$ cat src/rtl/sram_axi_bridge.sv
// sram_axi_bridge: merges the core's inst and data sram-like ports onto one AXI3 master.
// Ports: clk/resetn (async active-low); inst_sram_* and data_sram_* request/response
// ports from the core; ar*/r* read channels, aw*/w*/b* write channels towards AXI.
// Reads: fixed priority (data over inst), up to RD_DEPTH outstanding per port,
// responses steered by rid. Writes: data port only, AW and W complete independently.
module sram_axi_bridge #(
    parameter int         RD_DEPTH = 2,
    parameter logic [3:0] INST_ID  = 4'd0,
    parameter logic [3:0] DATA_ID  = 4'd1
) (
    input  logic        clk,
    input  logic        resetn,
    input  logic        inst_sram_req,
    input  logic        inst_sram_wr,
    input  logic [1:0]  inst_sram_size,
    input  logic [3:0]  inst_sram_wstrb,
    input  logic [31:0] inst_sram_addr,
    input  logic [31:0] inst_sram_wdata,
    output logic        inst_sram_addr_ok,
    output logic        inst_sram_data_ok,
    output logic [31:0] inst_sram_rdata,
    input  logic        data_sram_req,
    input  logic        data_sram_wr,
    input  logic [1:0]  data_sram_size,
    input  logic [3:0]  data_sram_wstrb,
    input  logic [31:0] data_sram_addr,
    input  logic [31:0] data_sram_wdata,
    output logic        data_sram_addr_ok,
    output logic        data_sram_data_ok,
    output logic [31:0] data_sram_rdata,
    output logic [3:0]  arid,
    output logic [31:0] araddr,
    output logic [7:0]  arlen,
    output logic [2:0]  arsize,
    output logic [1:0]  arburst,
    output logic [1:0]  arlock,
    output logic [3:0]  arcache,
    output logic [2:0]  arprot,
    output logic        arvalid,
    input  logic        arready,
    input  logic [3:0]  rid,
    input  logic [31:0] rdata,
    input  logic [1:0]  rresp,
    input  logic        rlast,
    input  logic        rvalid,
    output logic        rready,
    output logic [3:0]  awid,
    output logic [31:0] awaddr,
    output logic [7:0]  awlen,
    output logic [2:0]  awsize,
    output logic [1:0]  awburst,
    output logic [1:0]  awlock,
    output logic [3:0]  awcache,
    output logic [2:0]  awprot,
    output logic        awvalid,
    input  logic        awready,
    output logic [3:0]  wid,
    output logic [31:0] wdata,
    output logic [3:0]  wstrb,
    output logic        wlast,
    output logic        wvalid,
    input  logic        wready,
    input  logic [3:0]  bid,
    input  logic [1:0]  bresp,
    input  logic        bvalid,
    output logic        bready
);
    localparam int CW = $clog2(RD_DEPTH + 1);
    localparam logic [CW-1:0] DEPTH = CW'(RD_DEPTH);

    typedef enum logic {AR_IDLE, AR_SEND} ar_state_t;
    typedef enum logic [1:0] {W_IDLE, W_SEND, W_WAIT_B} w_state_t;

    ar_state_t     ar_state_q, ar_state_d;
    w_state_t      w_state_q, w_state_d;
    logic          live_q;
    logic [CW-1:0] icnt_q, icnt_d, dcnt_q, dcnt_d;
    logic [3:0]    arid_q, arid_d;
    logic [31:0]   araddr_q, araddr_d;
    logic [2:0]    arsize_q, arsize_d;
    logic [31:0]   awaddr_q, awaddr_d, wdata_q, wdata_d;
    logic [2:0]    awsize_q, awsize_d;
    logic [3:0]    wstrb_q, wstrb_d;
    logic          aw_done_q, aw_done_d, w_done_q, w_done_d;
    logic          grant_d, grant_i, w_accept, r_data, r_inst, b_fire;
    logic          unused_inputs;

    assign unused_inputs = ^{inst_sram_wr, inst_sram_wstrb, inst_sram_wdata, rresp, bresp, bid};

    // live_q gates every handshake so nothing is accepted or reported while in reset
    assign grant_d  = live_q && ar_state_q == AR_IDLE && data_sram_req && !data_sram_wr
                   && dcnt_q < DEPTH && w_state_q == W_IDLE;
    assign grant_i  = live_q && ar_state_q == AR_IDLE && inst_sram_req && icnt_q < DEPTH && !grant_d;
    // a write waits for all data reads to retire so data responses stay in request order
    assign w_accept = live_q && w_state_q == W_IDLE && data_sram_req && data_sram_wr
                   && dcnt_q == '0 && !grant_d;
    assign r_data   = live_q && rvalid && rlast && rid == DATA_ID;
    assign r_inst   = live_q && rvalid && rlast && rid != DATA_ID;
    assign b_fire   = live_q && w_state_q == W_WAIT_B && bvalid;

    always_ff @(posedge clk or negedge resetn) begin
        if (!resetn) begin
            ar_state_q <= AR_IDLE;
            w_state_q  <= W_IDLE;
            live_q     <= 1'b0;
            icnt_q     <= '0;
            dcnt_q     <= '0;
            arid_q     <= '0;
            araddr_q   <= '0;
            arsize_q   <= '0;
            awaddr_q   <= '0;
            awsize_q   <= '0;
            wdata_q    <= '0;
            wstrb_q    <= '0;
            aw_done_q  <= 1'b0;
            w_done_q   <= 1'b0;
        end else begin
            ar_state_q <= ar_state_d;
            w_state_q  <= w_state_d;
            live_q     <= 1'b1;
            icnt_q     <= icnt_d;
            dcnt_q     <= dcnt_d;
            arid_q     <= arid_d;
            araddr_q   <= araddr_d;
            arsize_q   <= arsize_d;
            awaddr_q   <= awaddr_d;
            awsize_q   <= awsize_d;
            wdata_q    <= wdata_d;
            wstrb_q    <= wstrb_d;
            aw_done_q  <= aw_done_d;
            w_done_q   <= w_done_d;
        end
    end

    always_comb begin
        aw_done_d  = !w_accept && (aw_done_q || (awvalid && awready));
        w_done_d   = !w_accept && (w_done_q || (wvalid && wready));
        ar_state_d = (grant_d || grant_i) ? AR_SEND : (ar_state_q == AR_SEND && arready) ? AR_IDLE : ar_state_q;
        w_state_d  = w_accept ? W_SEND
                   : (w_state_q == W_SEND && aw_done_d && w_done_d) ? W_WAIT_B
                   : b_fire ? W_IDLE : w_state_q;
        // same-cycle increment and decrement cancel; the guard keeps a stray response from wrapping
        icnt_d     = icnt_q + CW'(grant_i) - CW'(r_inst && icnt_q != '0);
        dcnt_d     = dcnt_q + CW'(grant_d) - CW'(r_data && dcnt_q != '0);
        arid_d     = grant_d ? DATA_ID : grant_i ? INST_ID : arid_q;
        araddr_d   = grant_d ? data_sram_addr : grant_i ? inst_sram_addr : araddr_q;
        arsize_d   = grant_d ? {1'b0, data_sram_size} : grant_i ? {1'b0, inst_sram_size} : arsize_q;
        awaddr_d   = w_accept ? data_sram_addr : awaddr_q;
        awsize_d   = w_accept ? {1'b0, data_sram_size} : awsize_q;
        wdata_d    = w_accept ? data_sram_wdata : wdata_q;
        wstrb_d    = w_accept ? data_sram_wstrb : wstrb_q;
    end

    always_comb begin
        inst_sram_addr_ok = grant_i;
        inst_sram_data_ok = r_inst;
        inst_sram_rdata   = rdata;
        data_sram_addr_ok = grant_d || w_accept;
        data_sram_data_ok = r_data || b_fire;
        data_sram_rdata   = rdata;
        arid    = arid_q;
        araddr  = araddr_q;
        arlen   = 8'd0;
        arsize  = arsize_q;
        arburst = 2'b01;
        arlock  = 2'b00;
        arcache = 4'd0;
        arprot  = 3'd0;
        arvalid = ar_state_q == AR_SEND;
        rready  = live_q;
        awid    = DATA_ID;
        awaddr  = awaddr_q;
        awlen   = 8'd0;
        awsize  = awsize_q;
        awburst = 2'b01;
        awlock  = 2'b00;
        awcache = 4'd0;
        awprot  = 3'd0;
        awvalid = w_state_q == W_SEND && !aw_done_q;
        wid     = DATA_ID;
        wdata   = wdata_q;
        wstrb   = wstrb_q;
        wlast   = 1'b1;
        wvalid  = w_state_q == W_SEND && !w_done_q;
        bready  = live_q;
    end
endmodule

$ cat config.mk
export PLATFORM = sky130hd
export DESIGN_NAME = sram_axi_bridge
export DESIGN_NICKNAME = d
export VERILOG_FILES = /design/src/rtl/sram_axi_bridge.sv
export SDC_FILE = /design/constraint.sdc
export NUM_CORES = 1
export LEC_CHECK = 0
export CORE_AREA = 2 2 164 166
export CTS_CLUSTER_DIAMETER = 100
export DETAILED_ROUTE_END_ITERATION = 10
export DIE_AREA = 0 0 166 168
export SETUP_SLACK_MARGIN = 0.02
export SLEW_MARGIN = 30
export SYNTH_ARGS = -nofsm -noshare
export SYNTH_HDL_FRONTEND = slang
export SYNTH_SLANG_ARGS = --single-unit
$ cat constraint.sdc
create_clock -name clk -period 2.6 [get_ports clk]
set_clock_uncertainty 0.05 [all_clocks]
set_input_delay 0.52 -clock clk [delete_from_list [all_inputs] [get_ports clk]]
set_output_delay 0.52 -clock clk [all_outputs]
set_load 0.005 [all_outputs]
==> Implementation_results.wiki, run 1 <==
{| class="wikitable"
! Metric !! Value
|-
| Endpoint type of the worst setup path || output port
|-
| Capture instance of the worst register-to-register path || araddr[18]
|-
| Period utilization || 0.968
|-
| Number of distinct library cell variants in the gate-level netlist after synthesis || 33
|-
| Instance count after placement with tap cells included || between 900 and 1,000
|-
| Shortest clock period the worst path allows after layout || approximately 2.5 ns
|-
| Final setup violation count || 0
|-
| Count of pins over their slew limit || 0
|-
| Total number of placement rows || 60
|-
| Setup Total Neg Slack || 0 ns
|-
| Remaining max-slew budget at the tightest pin || 0.575
|-
| CTS tree || done
|-
| Layout cells sized above 1 || 0.235
|-
| Clock transition at the registers of the reported paths || about 0.060 ns
|-
| Register Area || roughly 0.0029 mm^2
|-
| Wirelength per Cell || ~15 um
|-
| Number of clock sinks || between 100 and 150
|-
| Maximum count of clock buffers along a single path || 2
|-
| Router iterations before antenna repair || 4
|-
| Met1 wire length || around 6.0 mm
|-
| End of the critical path || data_sram_addr_ok
|-
| Max-Cap Viols || 0
|-
| Metal3 WL || 1.53 mm
|-
| Drt first-iter violations || 80
|-
| Initial antenna violation count || 0
|-
| Net count reported at finish || 816
|-
| Result of the run || finished clean
|-
| First-pass GRT wire length || 23.5 mm
|-
| Post-detailed-placement half-perimeter wirelength || 10.6 mm
|-
| Post-Synthesis Cell Area || 0.00598 mm^2
|-
| Path category of the worst min-delay check || in -> async
|-
| Global placer's final weighted congestion || a little over 0.7
|-
| Critical R2R Launch || bready
|-
| Synthesis-to-layout area growth || 44.5%
|-
| Count of H-tree levels built during CTS || 4
|-
| Setup repair bufs after CTS || 0
|-
| Clock root buffer master || clkbuf_16
|-
| Total routed wirelength || about 15 mm
|-
| Minimum setup slack among reg-to-reg paths || 0.54 ns
|-
| Length of routed met2 wiring || around 7 mm
|-
| Worst-case setup margin in the final layout || around 0.084 ns
|-
| Fmax || 397 MHz
|-
| Initial Utilization || 0.227
|-
| Mean post-synth cell area || ~14 um^2
|-
| Total of fill cells in the finished design || approximately 2,600
|-
| Worst vdd rail ir drop || between 0.5 and 0.6 mV
|-
| Antenna Nets Post-Route || 0
|-
| Total power per unit cell area || 1070 mW/mm^2
|-
| Final routed DRC violation total || 0
|-
| Routed vias/inst || slightly below 4
|-
| Port Buf Inserts || roughly 230
|-
| Area inside the core boundary || approximately 0.026 mm^2
|-
| Later-pin clock latency in the skew report || 0.41 ns
|-
| Flops & latches, synth || 115
|-
| Ys Warns || 0
|-
| Data arrival time at the worst-slack endpoint || just under 2 ns
|-
| Number of vias after detailed routing || 3,738
|-
| Highest signal layer in the routed design || met4
|-
| GRT Util Overall || 0.110
|-
| Worst-path fanout max || 4
|-
| Worst setup slack after placement || -0.342 ns
|-
| Most used flip-flop cell after synthesis || dfrtp_1
|-
| Pin slew with the least headroom to its limit || between 0.6 and 0.7 ns
|-
| Async S/R FF share, synth || 1.00
|-
| GRT overflow || 0
|-
| Height of the die || about 170 um
|-
| Sequential area share after synthesis || 0.482
|-
| Diodes inserted || 0
|-
| Hold WS || around 0.15 ns
|-
| TritonCTS Buffers || 17
|-
| Final hold violation count || 0
|-
| Combined area of the multi-input logic cells || 0.00226 mm^2
|-
| Number of non-filler instances in the completed layout || 970
|-
| Overall die area || ~0.028 mm^2
|-
| Req. time, crit path || around 2.0 ns
|-
| Number of synthesized flops with an enable pin || 0
|-
| Die W || 166 um
|-
| Via count of the first global-routing pass || 4,066
|-
| Depth of the worst register-to-register path || 5
|-
| Hold buffer count at cts || 0
|-
| Total power after layout || 9260 uW
|-
| First element of the critical path || data_sram_req
|-
| Num ports || ~430
|-
| Mapped Cells || 434
|-
| Leakage power || about 0.0037 uW
|-
| Critical setup path kind || in -> out
|-
| Nature of the critical path startpoint || input pin
|-
| Largest net degree at the start of global routing || 116
|-
| Unrepaired setup endpoints after global routing || no
|}
synth_stat cells, types with 2 or more instances:
| master | count | area, um^2 |
|---|---|---|
| a21oi_1 | 4 | 20.0 |
| and2b_1 | 2 | 15.0 |
| buf_12 | 2 | 40.0 |
| buf_2 | 4 | 20.0 |
| buf_4 | 118 | 886 |
| buf_6 | 7 | 78.8 |
| conb_1 | 2 | 7.51 |
| dfrtp_1 | 115 | 2880 |
| ha_1 | 4 | 50.1 |
| inv_1 | 5 | 18.8 |
| mux2_1 | 46 | 518 |
| mux2_2 | 48 | 541 |
| mux2_4 | 44 | 661 |
| nand2_1 | 4 | 15.0 |
| nor2_1 | 6 | 22.5 |
| nor2b_1 | 2 | 12.5 |
| o21ai_0 | 2 | 10.0 |
| xnor2_1 | 4 | 35.0 |
timing repair:
item	4_1_cts	5_1_grt
gates resized for setup	4	5
setup endpoints to repair	3	3
pin swaps	1	0
power by group:
group	switching [uW]	internal (uW)	total [uW]	leakage, uW
sequential	476	2670	3150	0.00139
clock	929	1480	2410	0.000295
combinational	1070	2640	3710	0.00206
total	2470	6790	9260	0.00375
per-stage QoR:
stage | utilization | area (um^2)
floorplan | - | 6170
global placement | 0.305 | 8030
detailed placement | 0.305 | 8030
CTS | 0.328 | 8630
global route | 0.328 | 8640
finish | 0.328 | 8640
cell usage in the layout, fill, tap and decap left out, drive strengths merged, types with 2 or more instances in the layout:
master	netlist	final
a21oi	4	4
and2b	2	2
buf	132	13
bufinv	0	2
clkbuf	0	20
clkdlybuf4s50	0	229
clkinv	0	6
conb	2	53
dfrtp	115	115
ha	4	4
inv	5	9
mux2	138	138
nand2	4	4
nand3	2	2
nor2	6	6
nor2b	2	2
o21ai	2	2
xnor2	4	4
cells by family (layout without fill, tap and decap cells):
logic type | Yosys count | count (layout) | synth area share
adder cells (fa/ha/maj) | 4 | 4 | 0.00838
AND/OR/NAND/NOR | 24 | 24 | 0.0278
XOR/XNOR | 4 | 4 | 0.00586
other | 2 | 53 | 0.00126
AO/OA/AOI/OAI | 10 | 10 | 0.0103
buffers and inverters | 137 | 281 | 0.177
flip-flops | 115 | 115 | 0.482
multiplexers | 138 | 138 | 0.288
cell type report:
cell class	instances	area share
Sequential cell	115	0.333
Clock inverter	13	0.0171
Clock buffer	19	0.0524
Multi-Input combinational cell	233	0.261
Timing Repair Buffer	244	0.284
Inverter	5	0.00217
Tap cell	341	0.0494
layer usage:
metal	vias up	GRT usage
met3	37	0.0541
met2	183	0.178
met4	0	0.0518
met5	-	0
met1	1847	0.122
li1	1671	-
state kept, by name, indices dropped and copies added, names as in the netlist:
signal / flops
aw_done_q: 1
arsize: 2
wstrb: 4
awsize: 2
wdata: 32
icnt_q: 2
awaddr: 32
arvalid: 1
arid: 1
bready: 1
w_done_q: 1
araddr: 32
w_state_q: 2
dcnt_q: 2
how the worst min path moves through the flow:
stage | slack, ns | endpoint | from
finish | 0.15 | araddr[2] | resetn
global placement | 0.42 | awaddr[16] | awaddr[16]
floorplan | 0.17 | araddr[0] | resetn
CTS | 0.17 | araddr[0] | resetn
global route | 0.18 | awaddr[5] | resetn
detailed placement | 0.43 | awaddr[24] | awaddr[24]
critical path: stages:
cell,delay [ns]
clkdlybuf4s50_1,0.46
and4bb_4,0.28
nor2b_1,0.15
clkdlybuf4s50_1,0.55
(Power assumes the default switching activity.)
==> run 2, diff against run 1 <==
--- a/config.mk
+++ b/config.mk
@@ -9,6 +9,7 @@
 export CTS_CLUSTER_DIAMETER = 100
 export DETAILED_ROUTE_END_ITERATION = 10
 export DIE_AREA = 0 0 166 168
+export GPL_ROUTABILITY_DRIVEN = 0
 export SETUP_SLACK_MARGIN = 0.02
 export SLEW_MARGIN = 30
 export SYNTH_ARGS = -nofsm -noshare
==> results of run 2 <==
Same layout as run 1: the final DEF is identical, and so are final timing and power.
